<file path="src/rtl/sw_debounce_pkg.sv">
// sw_debounce_pkg: shared types and constants for the switch debouncer (SW_DEBOUNCE_EDGE_EN enables rise/fall pulses)
package sw_debounce_pkg;
  typedef enum logic [1:0] {STABLE_LO, WAIT_HI, STABLE_HI, WAIT_LO} sw_db_state_t;
  localparam int SW_DB_DEFAULT_STABLE_CYCLES = 1000000;
  localparam int SW_DB_SYNC_STAGES = 2;
endpackage

</file>
<file path="src/rtl/sw_db_cell.sv">
// sw_db_cell: one debounced channel (synchroniser, hold counter, FSM, optional SW_DEBOUNCE_EDGE_EN pulse flops)
module sw_db_cell
  import sw_debounce_pkg::*;
#(
  parameter int STABLE_CYCLES = SW_DB_DEFAULT_STABLE_CYCLES
) (
  input  logic clk,
  input  logic rst,
  input  logic in,
  output logic out,
  output logic rise,
  output logic fall
);
  localparam int CW = $clog2(STABLE_CYCLES);
  localparam logic [CW-1:0] LAST = CW'(STABLE_CYCLES - 1);
  logic [SW_DB_SYNC_STAGES-1:0] sync;
  logic [CW-1:0] cnt;
  sw_db_state_t state;
  logic s2, accept_hi, accept_lo;
  assign s2 = sync[SW_DB_SYNC_STAGES-1];
  assign accept_hi = (state == WAIT_HI) && s2 && (cnt == LAST);
  assign accept_lo = (state == WAIT_LO) && !s2 && (cnt == LAST);
  // bring the raw level into the clock domain
  always_ff @(posedge clk)
    sync <= rst ? '0 : {sync[SW_DB_SYNC_STAGES-2:0], in};
  // qualify each new level for STABLE_CYCLES cycles; any bounce restarts from scratch
  always_ff @(posedge clk)
    if (rst) begin
      state <= STABLE_LO;
      cnt <= '0;
      out <= 1'b0;
    end else begin
      case (state)
        STABLE_LO: if (s2) begin state <= WAIT_HI; cnt <= '0; end
        WAIT_HI:
          if (!s2) state <= STABLE_LO;
          else if (accept_hi) begin state <= STABLE_HI; out <= 1'b1; end
          else cnt <= cnt + CW'(1);
        STABLE_HI: if (!s2) begin state <= WAIT_LO; cnt <= '0; end
        default:
          if (s2) state <= STABLE_HI;
          else if (accept_lo) begin state <= STABLE_LO; out <= 1'b0; end
          else cnt <= cnt + CW'(1);
      endcase
    end
`ifdef SW_DEBOUNCE_EDGE_EN
  // one-cycle pulses coincide with the registered output change
  always_ff @(posedge clk)
    if (rst) begin
      rise <= 1'b0;
      fall <= 1'b0;
    end else begin
      rise <= accept_hi;
      fall <= accept_lo;
    end
`else
  assign rise = 1'b0;
  assign fall = 1'b0;
`endif
endmodule

</file>
<file path="src/rtl/sw_debounce.sv">
// sw_debounce: N independent switch debouncers (rise/fall pulses built only with SW_DEBOUNCE_EDGE_EN)
module sw_debounce
  import sw_debounce_pkg::*;
#(
  parameter int N = 1,
  parameter int STABLE_CYCLES = SW_DB_DEFAULT_STABLE_CYCLES
) (
  input  logic         clk,
  input  logic         rst,
  input  logic [N-1:0] in,
  output logic [N-1:0] out,
  output logic [N-1:0] rise,
  output logic [N-1:0] fall
);
  for (genvar i = 0; i < N; i++) begin : g_ch
    sw_db_cell #(.STABLE_CYCLES(STABLE_CYCLES)) u_cell (
      .clk (clk),
      .rst (rst),
      .in  (in[i]),
      .out (out[i]),
      .rise(rise[i]),
      .fall(fall[i])
    );
  end
endmodule

</file>
<file path="config.mk">
export PLATFORM = sky130hd
export DESIGN_NAME = sw_debounce
export DESIGN_NICKNAME = d
export VERILOG_FILES = /design/src/rtl/sw_debounce_pkg.sv /design/src/rtl/sw_db_cell.sv /design/src/rtl/sw_debounce.sv
export SDC_FILE = /design/constraint.sdc
export NUM_CORES = 1
export LEC_CHECK = 0
export ABC_AREA = 0
export CORE_MARGIN = 4
export CORE_UTILIZATION = 55
export CTS_BUF_LIST = sky130_fd_sc_hd__clkbuf_2 sky130_fd_sc_hd__clkbuf_4 sky130_fd_sc_hd__clkbuf_8
export DETAILED_ROUTE_END_ITERATION = 10
export PLACE_DENSITY = 0.82
export SLEW_MARGIN = 20
export SYNTH_ARGS = -nofsm -noshare
export SYNTH_HDL_FRONTEND = slang
export SYNTH_SLANG_ARGS = --single-unit
</file>
<file path="constraint.sdc">
create_clock -name clk -period 3.05 [get_ports clk]
set_input_delay 0.61 -clock clk [delete_from_list [all_inputs] [get_ports clk]]
set_output_delay 0.61 -clock clk [all_outputs]
set_load 0.05 [all_outputs]
</file>
==> flow_summary.toml <==
[status]
status = "finished, final reports clean"

[pwr]
seq_power_share_pct = 63.6
combPwrFrac_pct = 6.5
pwr_per_cell_area_mw_per_mm2 = 344.1
switching_share_pct = 23.25
internal_cell_power_w = 0.0003971
power_leakage_nw = 0.5000
vdd_drop_max_mv = 0.2301
switching_power_w = 0.0001203
finalPower_w = 0.0005175
power.share.clock_pct = 29.9

[synth]
syn_inst = 173
synth_area_sq_mm = 0.001448
yosys.cell_types.count = 45
synth_top_area_share_pct = 34.57
count_of_flip_flops_with_a_built_in_enable_after_synthesis = 0
yosysWarnings = 0
proportion_of_synthesized_chip_area_in_sequential_cells_pct = 34.57
synth_seq_cells = 25
yosys_most_used_dff = "sky130_fd_sc_hd__dfxtp_1"
library_cell_occupying_the_most_area_in_the_post_synthesis_netlist = "sky130_fd_sc_hd__dfxtp_1"
synth.most_common_cell = "sky130_fd_sc_hd__dfxtp_1"
synthesis.area_per_instance_sq_um = 8.368
synth.top_cells.by_count = "sky130_fd_sc_hd__dfxtp_1, sky130_fd_sc_hd__nor2_1, sky130_fd_sc_hd__a21oi_1"
share_of_async_settable_or_async_resettable_flops_after_synthesis_pct = 0
netlist_top_cells_area = "sky130_fd_sc_hd__dfxtp_1, sky130_fd_sc_hd__nor2_1, sky130_fd_sc_hd__a21oi_1"

[worst_setup_path]
worstSetupStartpointType = "flip-flop"
timing.setup.critical_path_class = "reg -> reg"
critical_path.cell_chain = "inv_1 -> ha_1 -> nor2b_1 -> o311ai_0 -> and3_1 -> or4b_2 -> a21oi_1"
timing.critical_path.fanout_max = 22
cp-end-kind = "flip-flop"
max_stage_delay_ns = 0.69
critical_path_arrival_ns = 2.97
worst_endpoint_required_time_ns = 3.29
cell_type_of_the_slowest_stage_on_the_worst_timing_path = "sky130_fd_sc_hd__or4b_2"

[clock_tree]
clock_sinks = 25
postcts_resize_cnt = 0
htreeDepth = 1
post_cts_hold_buffer_count = 0
cts_buffers = 3
worst_setup_hold_path_clk_slew_ns = 0.13
clk_latency_ns = 0.31
cts_root_buffer = "sky130_fd_sc_hd__clkbuf_4"
clock_path_buffers = 2
clock_tree_from_tritoncts = "yes"
post-cts-setup-buffer-count = 0

[drt]
finalWirelength_um = 2855
antenna_violating_nets_post_route = 0
vias = 1252
number_of_design_rule_violations_left_after_detail_routing = 0
avgViaCountPerCell = 6.137
drtIter0Drc = 57
routed_wire_length_per_instance_um = 14.00
drt_pass1_iterations = 4

[finish]
antenna_cells_inserted = 0
final_cells = 204
layout.core_utilization_pct = 60.16
areaGrowthSynthToFinish_pct = 3.889
final_layout_size_suffix_gt1_share_pct = 9.770
final_cell_area_sq_mm = 0.001504
nets = 183

[global_route]
grt_pass1_wl_um = 4933
globalRouteOverflowTotal = 0
grtUsageTotal_pct = 18.13
number_of_global_route_vias_before_repair = 1169
pin_count_of_the_biggest_net_entering_global_routing = 23
antenna_found_initial = 0

[timing]
tightestPinTransition_ns = 0.7376
max_freq_mhz = 366.8
hold_viol_final = 0
clock_skew_ns = 0.008432
setup-violations-final = 0
fin_setup_tns_ns = 0
final_critical_path_time_including_i_o_delays_and_setup_ns = 2.727
final_max_slew_viol_count = 0
grt_setup_unrepaired = "false"
worst_slew_margin_rel_pct = 50.83
layout_worst_path_cycle_share_pct = 89.40

[min_path]
hold_class = "reg -> reg"

[floorplan]
die_x_um = 59.31
overall_die_height_um = 59.31
total_number_of_placement_rows = 18
fp.dieArea_sq_mm = 0.003517
num_io_pins = 6
area_of_the_core_sq_mm = 0.002500
floorplan.initialDensity_pct = 57.91

[placed_design]
dp_hpwl_um = 2142
placed_instance_count = 200
place.port_buffers = 3
placement.cell_area_sq_mm = 0.001474
gp_congestion = 0.8449

[flow_run]
drv_cap = 0
==> worst max-delay path: cells and delay by family (launching register included) <==
kind | cells | cell delay (ns)
AO/OA/AOI/OAI | 2 | 0.42
adder cells (fa/ha/maj) | 1 | 0.25
buffers and inverters | 1 | 0.13
flip-flops | 1 | 0.45
AND/OR/NAND/NOR | 3 | 1.41
==> layout make-up <==
cell class	instances	area [sq um]
Clock buffer	4	30.03
Sequential cell	25	500.5
Fill cell	222	996.0
Timing Repair Buffer	5	45.04
Multi-Input combinational cell	134	868.3
Tap cell	30	37.54
Inverter	6	22.52
==> through the flow <==
stage / setup WS [ns] / hold WS [ns]
6_report: 0.3234 / 0.4578
3_5_place_dp: 0.4006 / 0.4377
3_3_place_gp: 0.4941 / 0.4313
5_1_grt: 0.03084 / 0.4857
2_1_floorplan: 0.6308 / 0.4138
4_1_cts: 0.3699 / 0.4662
==> power by group through the flow <==
stage / clock network (W) / registers [W] / logic [W]
after floorplan: 0 / 0.000336 / 0.0000318
after global placement: 0 / 0.000337 / 0.0000319
after detailed placement: 0 / 0.000337 / 0.0000333
after CTS: 0.000163 / 0.000329 / 0.0000333
after global routing: 0.000174 / 0.000330 / 0.0000364
final: 0.000155 / 0.000329 / 0.0000336
==> layout by cell type, fill, tap and decap left out, drive strengths merged, types with 2 or more instances in the layout <==
cell / count
clkbuf: 4
o21ai: 11
inv: 6
nor4b: 3
or3: 5
o21a: 2
nor3: 2
or4b: 3
a31oi: 3
xor2: 2
xnor2: 4
nor2b: 4
dfxtp: 25
mux2i: 3
nand2: 11
nand3: 6
buf: 2
o31ai: 4
or2: 3
conb: 2
ha: 5
or4: 5
nand4b: 2
nor2: 18
nand4: 2
and3: 6
clkdlybuf4s50: 3
a21oi: 16
==> metal layers <==
metal | wire length, um | vias up | GRT usage (%)
met5 | 0 | - | 0
met4 | 64 | 0 | 9.709
met3 | 118 | 6 | 3.486
met2 | 1309 | 30 | 28.55
met1 | 1364 | 586 | 23.17
li1 | - | 630 | -
==> sequential cells by signal, summed over array words and instances, names as in the netlist, named ones only <==
signal,cells
g_ch.u_cell.cnt,20
g_ch.u_cell.out,1
g_ch.u_cell.state,1
g_ch.u_cell.sync,2
==> logic make-up (layout without fill, tap and decap cells) <==
family	count (synthesis)	count (layout)	share of synthesized area [%]
and+or+nand+nor	75	75	30.60
AOI/OAI and AO/OA	43	43	18.84
DFF	25	25	34.57
buffers and inverters	15	15	5.704
xor gates and xnor gates	6	6	3.630
adders and majority gates	5	5	4.322
muxes	3	3	2.074
other	1	2	0.2590
==> worst paths after layout <==
check / from / to / slack (ns) / depth (start not counted)
worst max register to register: g_ch[0].u_cell.state[0]$_SDFFE_PP0P_ / g_ch[0].u_cell.cnt[3]$_SDFFE_PP0P_ / 0.32 / 7
worst min-delay path: g_ch[0].u_cell.sync[0]$_SDFF_PP0_ / g_ch[0].u_cell.sync[1]$_SDFF_PP0_ / 0.46 / 1
worst max-delay path: g_ch[0].u_cell.state[0]$_SDFFE_PP0P_ / g_ch[0].u_cell.cnt[3]$_SDFFE_PP0P_ / 0.32 / 7
worst min register to register: g_ch[0].u_cell.sync[0]$_SDFF_PP0_ / g_ch[0].u_cell.sync[1]$_SDFF_PP0_ / 0.46 / 1
(Power assumes the default switching activity.)
